File: src/rtl/audio_pkg.sv
// Shared audio types and constants for the I2S transmit path.
package audio_pkg;

    localparam int SAMPLE_W = 16;

    typedef logic signed [SAMPLE_W-1:0] sample_t;
    typedef logic [2*SAMPLE_W-1:0]      frame_t;

endpackage : audio_pkg

File: src/rtl/sample_fifo.sv
// Small synchronous sample FIFO. There is no bypass path, so a pushed sample
// can only be popped on a later cycle. A push while full is ignored unless a
// pop happens in the same cycle.
module sample_fifo #(
    parameter int W     = 16,
    parameter int DEPTH = 4
) (
    input  logic                     clk,
    input  logic                     reset_n,
    input  logic                     push,
    input  logic [W-1:0]             push_data,
    input  logic                     pop,
    output logic [W-1:0]             head,
    output logic                     full,
    output logic                     empty,
    output logic [$clog2(DEPTH):0]   level
);

    localparam int AW    = $clog2(DEPTH);
    localparam int LVL_W = AW + 1;

    logic [W-1:0]     mem_q [DEPTH];
    logic [AW-1:0]    wr_ptr_q, wr_ptr_d;
    logic [AW-1:0]    rd_ptr_q, rd_ptr_d;
    logic [LVL_W-1:0] count_q, count_d;
    logic             push_ok, pop_ok;

    assign full    = (count_q == LVL_W'(DEPTH));
    assign empty   = (count_q == '0);
    assign pop_ok  = pop & ~empty;
    // A full FIFO still accepts a push when the head leaves in the same cycle.
    assign push_ok = push & (~full | pop_ok);
    assign head    = mem_q[rd_ptr_q];
    assign level   = count_q;

    // Pointer and occupancy next-state.
    always_comb begin
        wr_ptr_d = wr_ptr_q;
        rd_ptr_d = rd_ptr_q;
        count_d  = count_q;
        if (push_ok) wr_ptr_d = wr_ptr_q + AW'(1);
        if (pop_ok)  rd_ptr_d = rd_ptr_q + AW'(1);
        case ({push_ok, pop_ok})
            2'b10:   count_d = count_q + LVL_W'(1);
            2'b01:   count_d = count_q - LVL_W'(1);
            default: count_d = count_q;
        endcase
    end

    // Pointer and occupancy registers with synchronous reset.
    always_ff @(posedge clk) begin
        if (!reset_n) begin
            wr_ptr_q <= '0;
            rd_ptr_q <= '0;
            count_q  <= '0;
        end else begin
            wr_ptr_q <= wr_ptr_d;
            rd_ptr_q <= rd_ptr_d;
            count_q  <= count_d;
        end
    end

    // Storage array; contents need no reset because occupancy gates every read.
    always_ff @(posedge clk) begin
        if (reset_n && push_ok) mem_q[wr_ptr_q] <= push_data;
    end

endmodule : sample_fifo

File: src/rtl/audio_i2s_tx.sv
// I2S transmitter: buffers mono samples and sends each one on both channels.
// The frame runs continuously from the clock divider; a frame with no new
// sample repeats the last one and flags underrun.
module audio_i2s_tx #(
    parameter int SAMPLE_W   = audio_pkg::SAMPLE_W,
    parameter int BCLK_DIV   = 4,
    parameter int FIFO_DEPTH = 4
) (
    input  logic                          clk,
    input  logic                          reset_n,
    input  logic                          sample_valid,
    input  logic [SAMPLE_W-1:0]           sample,
    input  logic                          mute,
    output logic                          i2s_bclk,
    output logic                          i2s_lrck,
    output logic                          i2s_data,
    output logic [$clog2(FIFO_DEPTH):0]   fifo_level,
    output logic                          underrun,
    output logic                          overflow
);

    localparam int DIV_W   = $clog2(BCLK_DIV);
    localparam int FRAME_W = 2 * SAMPLE_W;
    localparam int SLOT_W  = $clog2(FRAME_W);

    logic [DIV_W-1:0]    div_cnt_q, div_cnt_d;
    logic                bclk_q, bclk_d;
    logic                lrck_q, lrck_d;
    logic                data_q, data_d;
    logic [SLOT_W-1:0]   slot_q, slot_d;
    logic [FRAME_W-1:0]  shift_q, shift_d;
    logic [SAMPLE_W-1:0] last_q, last_d;
    logic                underrun_q, underrun_d;
    logic                overflow_q, overflow_d;

    logic                div_wrap, fall_edge, frame_start;
    logic                fifo_full, fifo_empty;
    logic [SAMPLE_W-1:0] fifo_head, src;

    assign div_wrap    = (div_cnt_q == DIV_W'(BCLK_DIV - 1));
    assign fall_edge   = div_wrap & bclk_q;
    // slot_q holds the number of the slot that the next falling edge begins.
    assign frame_start = fall_edge & (slot_q == '0);

    sample_fifo #(
        .W     (SAMPLE_W),
        .DEPTH (FIFO_DEPTH)
    ) u_fifo (
        .clk       (clk),
        .reset_n   (reset_n),
        .push      (sample_valid),
        .push_data (sample),
        .pop       (frame_start),
        .head      (fifo_head),
        .full      (fifo_full),
        .empty     (fifo_empty),
        .level     (fifo_level)
    );

    assign src = fifo_empty ? last_q : fifo_head;

    // Divider, slot sequencing, serialiser and status pulses.
    always_comb begin
        div_cnt_d  = div_wrap ? '0 : div_cnt_q + DIV_W'(1);
        bclk_d     = div_wrap ? ~bclk_q : bclk_q;
        lrck_d     = lrck_q;
        data_d     = data_q;
        slot_d     = slot_q;
        shift_d    = shift_q;
        last_d     = last_q;
        underrun_d = frame_start & fifo_empty;
        // A pop only happens at frame start when the FIFO holds data, which a
        // full FIFO always does, so frame_start alone frees a slot.
        overflow_d = sample_valid & fifo_full & ~frame_start;

        if (fall_edge) begin
            slot_d  = (slot_q == SLOT_W'(FRAME_W - 1)) ? '0 : slot_q + SLOT_W'(1);
            lrck_d  = (slot_q >= SLOT_W'(SAMPLE_W));
            // The MSB still in the shifter at slot 0 is last frame's right LSB,
            // which gives the one-bclk I2S delay without extra state.
            data_d  = shift_q[FRAME_W-1];
            shift_d = {shift_q[FRAME_W-2:0], 1'b0};
        end

        if (frame_start) begin
            if (!fifo_empty) last_d = fifo_head;
            shift_d = mute ? '0 : {src, src};
        end
    end

    // State registers with synchronous active-low reset.
    always_ff @(posedge clk) begin
        if (!reset_n) begin
            div_cnt_q  <= '0;
            bclk_q     <= 1'b0;
            lrck_q     <= 1'b0;
            data_q     <= 1'b0;
            slot_q     <= '0;
            shift_q    <= '0;
            last_q     <= '0;
            underrun_q <= 1'b0;
            overflow_q <= 1'b0;
        end else begin
            div_cnt_q  <= div_cnt_d;
            bclk_q     <= bclk_d;
            lrck_q     <= lrck_d;
            data_q     <= data_d;
            slot_q     <= slot_d;
            shift_q    <= shift_d;
            last_q     <= last_d;
            underrun_q <= underrun_d;
            overflow_q <= overflow_d;
        end
    end

    assign i2s_bclk = bclk_q;
    assign i2s_lrck = lrck_q;
    assign i2s_data = data_q;
    assign underrun = underrun_q;
    assign overflow = overflow_q;

endmodule : audio_i2s_tx

File: config.mk
export PLATFORM = sky130hd
export DESIGN_NAME = audio_i2s_tx
export DESIGN_NICKNAME = d
export VERILOG_FILES = /design/src/rtl/audio_pkg.sv /design/src/rtl/sample_fifo.sv /design/src/rtl/audio_i2s_tx.sv
export SDC_FILE = /design/constraint.sdc
export NUM_CORES = 1
export LEC_CHECK = 0
export CAP_MARGIN = 10
export CORE_ASPECT_RATIO = 0.75
export CORE_UTILIZATION = 45
export CTS_CLUSTER_SIZE = 24
export DETAILED_ROUTE_END_ITERATION = 7
export GPL_TIMING_DRIVEN = 0
export PLACE_DENSITY = 0.67
export SLEW_MARGIN = 15
export SYNTH_ARGS = -nofsm -noshare
export SYNTH_HDL_FRONTEND = slang
export SYNTH_SLANG_ARGS = --single-unit
File: constraint.sdc
create_clock -name clk -period 3.2 [get_ports clk]
set_input_delay 0.32 -clock clk [delete_from_list [all_inputs] [get_ports clk]]
set_output_delay 0.32 -clock clk [all_outputs]
set_load 0.005 [all_outputs]
==> results.toml, run 1 <==
[layout]
mostFrequentLayoutCell = "nand2_1"
finish.utilization = 0.5565
area_delta_synth_final_pct = 20.12
antenna_cells = 0
fin_nets = 508
seq_area_um2 = 3303
multi_input_area_um2 = 1931
drive_above_1_share = 0.1670
fillers = 943
layout_common_cells = "nand2_1 (77), dfxtp_1 (69), edfxtp_1 (64)"

[synthesis]
yosysWarnings = 0
synthTopCellsByArea = "edfxtp_1 (36%), dfxtp_1 (26%), mux4_2 (6.7%), nand2_1 (5.4%), a21o_1 (4.2%)"
synth_nets = 461
yosys.area.top_type = "edfxtp_1"
synthAdderAreaFrac = 0.02465
synth_xor_area_frac = 0.008140
synth.top_cell.area_share = 0.3572
synthMuxAreaShare = 0.07256
synth_top_family_by_area = "compound AO/OA/AOI/OAI gates"
synth_cells = 431
synth.cell_area_um2 = 5380
ys_seq_elements = 133
avgSynthCellArea_um2 = 12.48
synth.distinct_cells = 35
synth-simple-area-share = 0.09465
synth_seq_area_share = 0.6140
synth_compound_area_frac = 0.1551

[sta]
drv_slew = 0
setup_viol = 0
relSlewSlack = 0.4223
max_freq_mhz = 332.8
worst_pin_slew_ns = 0.8665
worst_slack_ns = 0.1949
fin_setup_tns_ns = 0
finalHoldViolCount = 0
holdWs_ns = 0.4432
period_share = 0.9391
clock_skew_ns = 0.009940
period_minus_slack_ns = 3.005

[cts]
htree_levels = 4
cts_sinks = 133
cts_inserted_buffers = 17
cts-root-buf = "clkbuf_16"
clock_path_buffers = 2
cts_tree = "built"
clk_latency_ns = 0.41
clkTransAtPathRegs_ns = 0.06

[detailed_routing]
via_count = 3484
avgRoutedWirePerCell_um = 16.13
wl_met1_um = 5259
drt_pass1_iterations = 4
dr.max_layer_used = "met4"
wl_met3_um = 438
wl_met2_um = 4766
ant_nets = 0
drtIter0Drc = 255
drc = 0
vias_per_cell = 5.335
routed_wl_um = 10530

[floorplanning]
coreArea_um2 = 11610
initial_core_util = 0.4633
pin_count = 28
die_w_um = 128.3
dieArea_um2 = 12400
die_y_um = 96.70
rows = 34

[placed_design]
dp_hpwl_um = 7292
portBuffers = 27
gp_congestion = 0.7641
pre_cts_ws_ns = -0.3813

[grt]
grt_antenna_before_repair = 0
grt_pass1_wl_um = 17600
grt_overflow = 0
grt_pass1_vias = 3496
grt_use_total = 0.1863
grt_max_degree = 17

[setup_path]
rr_worst_depth = 12
cp-start-kind = "register"
cp.required_ns = 3.54
critPathKind = "register to register"
cp.arrival_ns = 3.34
crit_fanout = 10
end_kind = "register"

[pwr]
peakVddDrop_v = 0.0004273
power.leakage_nw = 2.179
finalPower_mw = 3.898
cellPowerDensity_nw_per_um2 = 603.1

[min_path]
hold_class = "register to register"
hold_depth = 1

[run]
maxCapViolCount = 0

[run_status]
outcome = "finished, final reports clean"
## metrics by stage
stage / cell area [um^2] / std cells
after global placement: 5853 / 620
after floorplan: 5380 / 431
after detailed placement: 5853 / 620
after CTS: 6446 / 652
final: 6462 / 653
after global routing: 6462 / 653
## routing by layer
layer / global-route usage / vias to the layer above
met5: 0 / -
met4: 0.05339 / 0
met3: 0.05365 / 8
met2: 0.2736 / 79
met1: 0.2680 / 1696
li1: - / 1701
## repair_timing
action / in CTS / in global routing
hold buffers: 0 / 0
gates resized for setup: 2 / 1
buffers inserted: 0 / 2
endpoints found under the hold margin: 0 / 0
setup endpoints to repair: 2 / 1
## worst paths after layout
path / endpoint / from / slack [ns]
worst max-delay path: u_fifo.level[2]$_SDFFE_PN0P_ / slot_q[0]$_SDFFE_PN0P_ / 0.19
worst min-delay path: div_cnt_q[0]$_SDFF_PP0_ / div_cnt_q[0]$_SDFF_PP0_ / 0.44
worst max register to register: u_fifo.level[2]$_SDFFE_PN0P_ / slot_q[0]$_SDFFE_PN0P_ / 0.19
worst min register to register: div_cnt_q[0]$_SDFF_PP0_ / div_cnt_q[0]$_SDFF_PP0_ / 0.44
## kinds of logic (layout without fill, tap and decap cells)
group           after synthesis  in the layout
compound gates              106            106
xor+xnor                      5              5
fa+ha+maj                    10             10
buf+inv                      41            101
flops                       133            133
mux                          19             19
simple gates                117            117
## Yosys cell counts
master / number
nand2_1: 77
dfxtp_1: 69
edfxtp_1: 64
a21o_1: 30
a21oi_1: 30
clkbuf_1: 24
mux4_2: 16
o221a_2: 16
o221a_1: 14
nor2_1: 12
a21oi_2: 10
inv_1: 10
ha_1: 9
nand3_1: 6
and2_1: 4
buf_2: 4
nor3_1: 4
a31oi_1: 3
mux2i_1: 3
nand4_1: 3
o21ai_0: 3
or3_1: 3
xor2_1: 3
nor4b_1: 2
xnor2_1: 2
and2_0: 1
and3_1: 1
buf_1: 1
buf_6: 1
clkinv_1: 1
fa_1: 1
nand3b_1: 1
nor3b_1: 1
or4_1: 1
or4b_1: 1
## registers in the layout, summed over array words and instances (netlist names), 2 cells and up, named ones only
| register | count |
|---|---|
| u_fifo.mem_q | 64 |
| shift_q | 32 |
| u_fifo.wr_ptr_q | 2 |
| slot_q | 5 |
| u_fifo.rd_ptr_q | 2 |
| div_cnt_q | 2 |
| last_q | 16 |
| u_fifo.level | 3 |
## power by group
| group | leakage [nW] | switching [mW] | internal, mW |
|---|---|---|---|
| Combinational | 0.763 | 0.108 | 0.0700 |
| Sequential | 1.14 | 0.0162 | 1.82 |
| Clock | 0.278 | 0.769 | 1.11 |
| Total | 2.18 | 0.893 | 3.00 |
## area by class of cell
class                   instances  area share
clock inverters                13     0.02091
plain buffers                  29     0.01878
multi-input cells             257      0.2987
flip-flops and latches        133      0.5111
well taps                     162     0.03136
inverters                      11    0.006389
clock buffers                  19     0.06854
repair buffers                 29     0.04414
## worst max-delay path, cell delays in order (launching register included)
cell,delay [ns]
dfxtp_1,0.36
inv_1,0.08
ha_1,0.16
nor4b_4,0.36
nand3_2,0.24
clkinv_1,0.23
buf_2,0.27
ha_1,0.22
inv_1,0.06
fa_1,0.37
xor2_1,0.16
or3_1,0.30
a21oi_1,0.14
Note: power is estimated with default switching activity, not from simulation.
==> run 2: changes to the inputs <==
Settings changed: PLACE_DENSITY 0.67 to unset.
==> run 2 against run 1 <==
Compared with the run above:
- count of clock-buffer cells in the layout down 2
- critical path depth unchanged
- sequential power about the same
- cell count down 0.31%
- clock power up 9.6%
- clock skew about the same
- non-clock buffer count down 2
- sequential share of layout area down 0.32 points
- routed wire length up 5.1%
- critical endpoint unchanged
- largest cell class unchanged
==> results.toml, run 2 (same netlist as run 1, synthesis figures left out) <==
[run_status]
outcome = "finished, final reports clean"

[floorplanning]
rows = 34
coreArea_um2 = 11610
initial_core_util = 0.4633
die_y_um = 96.70
die_w_um = 128.3
pin_count = 28
dieArea_um2 = 12400

[cts]
clk_latency_ns = 0.41
cts_tree = "built"
cts_inserted_buffers = 17
cts-root-buf = "clkbuf_16"
postCtsSetupRepairBufs = 0
cts_sinks = 133
hold_buffers = 0
htree_levels = 4
clock_path_buffers = 2
clkTransAtPathRegs_ns = 0.06

[sta]
worst_slack_ns = 0.2227
worst_pin_slew_ns = 0.9060
clock_skew_ns = 0.009979
relSlewSlack = 0.3960
period_share = 0.9304
setup_viol = 0
max_freq_mhz = 335.9
drv_slew = 0
period_minus_slack_ns = 2.977
finalHoldViolCount = 0
rsz0062_at_grt = "no"

[setup_path]
cp.required_ns = 3.54
critPathKind = "register to register"
cp.arrival_ns = 3.32
crit_fanout = 10
cp_cell_sequence = "inv_1 -> ha_1 -> nor4b_4 -> nand3_2 -> clkinv_1 -> buf_2 -> ha_1 -> inv_1 -> fa_1 -> xor2_1 -> or3_1 -> a21oi_1"
cp_slowest_cell = "fa_1"
critPathMaxStageDelay_ns = 0.37
end_kind = "register"
cp-start-kind = "register"

[detailed_routing]
routed_wl_um = 11070
ant_nets = 0
drt_pass1_iterations = 5
via_count = 3522
avgRoutedWirePerCell_um = 17.01
vias_per_cell = 5.410
drtIter0Drc = 249
drc = 0

[placed_design]
pre_cts_ws_ns = -0.2242
portBuffers = 27
placed_area_um2 = 5853
dp_hpwl_um = 7421
dp.cells = 620
gp_congestion = 0.7737

[pwr]
cellPowerDensity_nw_per_um2 = 627.0
power.leakage_nw = 2.196
peakVddDrop_v = 0.0004005

[layout]
fillers = 964
largest_reg_flops = 64
final_cells = 651
mostFrequentLayoutCell = "nand2_1"
reg_top3 = "u_fifo.mem_q (64), shift_q (32), last_q (16)"
largest_register = "u_fifo.mem_q"
antenna_cells = 0
area_delta_synth_final_pct = 20.88
fin_area_um2 = 6504
drive_above_1_share = 0.1677
fin_nets = 506
finish.utilization = 0.5600
layout_common_cells = "nand2_1 (77), dfxtp_1 (69), edfxtp_1 (64)"

[grt]
grt_pass1_wl_um = 18340
grt_overflow = 0
grt_max_degree = 17
grt_pass1_vias = 3510
grt_use_total = 0.1982
grt_antenna_before_repair = 0

[min_path]
hold_class = "register to register"

[run]
maxCapViolCount = 0
-- run 2: cell types whose count changed in the layout (fill, tap and decap cells not counted), sizes merged --
cell	delta
clkinv	+5
buf	-2
inv	-6
clkbuf	-2
bufinv	+3
-- run 2: worst paths after layout --
kind | slack (ns) | startpoint | to | cells after the start
setup / recovery | 0.22 | slot_q[0]$_SDFFE_PN0P_ | u_fifo.level[2]$_SDFFE_PN0P_ | 12
hold / removal | 0.42 | div_cnt_q[0]$_SDFF_PP0_ | div_cnt_q[0]$_SDFF_PP0_ | 1
setup reg to reg | 0.22 | slot_q[0]$_SDFFE_PN0P_ | u_fifo.level[2]$_SDFFE_PN0P_ | 12
hold reg to reg | 0.42 | div_cnt_q[0]$_SDFF_PP0_ | div_cnt_q[0]$_SDFF_PP0_ | 1
-- run 2: metrics by stage --
stage | TNS, ns | total power [mW] | hold slack (ns)
2_1_floorplan | 0 | 1.971 | 0.4043
3_3_place_gp | -0.1610 | 2.048 | 0.4135
3_5_place_dp | -0.2261 | 2.053 | 0.4198
4_1_cts | 0 | 4.109 | 0.4287
6_report | 0 | 4.078 | 0.4241
5_1_grt | 0 | 4.208 | 0.4652
-- run 2: cell type report --
class / count / area, um^2 / area share
buffer: 29 / 121.4 / 0.01866
clock buffer: 17 / 425.4 / 0.06541
clock inverter: 15 / 203.9 / 0.03136
inverter: 11 / 41.29 / 0.006349
multi-input combinational: 257 / 1936 / 0.2976
sequential: 133 / 3303 / 0.5079
tap: 162 / 202.7 / 0.03117
timing repair buffer: 27 / 270.3 / 0.04155
-- run 2: worst max-delay path: cells and delay by family (launching register included) --
family,cells,cell delay (ns)
flip-flops,1,0.36
buffers and inverters,4,0.64
XOR/XNOR,1,0.15
AND/OR/NAND/NOR,3,0.84
AO/OA/AOI/OAI,1,0.14
adder cells (fa/ha/maj),3,0.76
-- run 2: power by group --
group | leakage [nW] | switching [mW] | total [mW] | internal (mW)
clock | 0.304 | 0.749 | 2.06 | 1.31
combinational | 0.754 | 0.112 | 0.183 | 0.0711
sequential | 1.14 | 0.0166 | 1.84 | 1.82
-- run 2: repair_timing --
item,4_1_cts,5_1_grt
gates resized for setup,2,2
endpoints found under the setup margin,2,2
pin swaps,0,0
-- run 2: routing by layer --
layer | routed length (um) | share of wire | global-route usage | vias up
li1 | - | - | - | 1692
met5 | 0 | 0 | 0 | -
met1 | 5550 | 0.50 | 0.2859 | 1736
met3 | 433 | 0.039 | 0.05365 | 12
met4 | 116 | 0.010 | 0.05973 | 0
met2 | 4972 | 0.45 | 0.2911 | 82
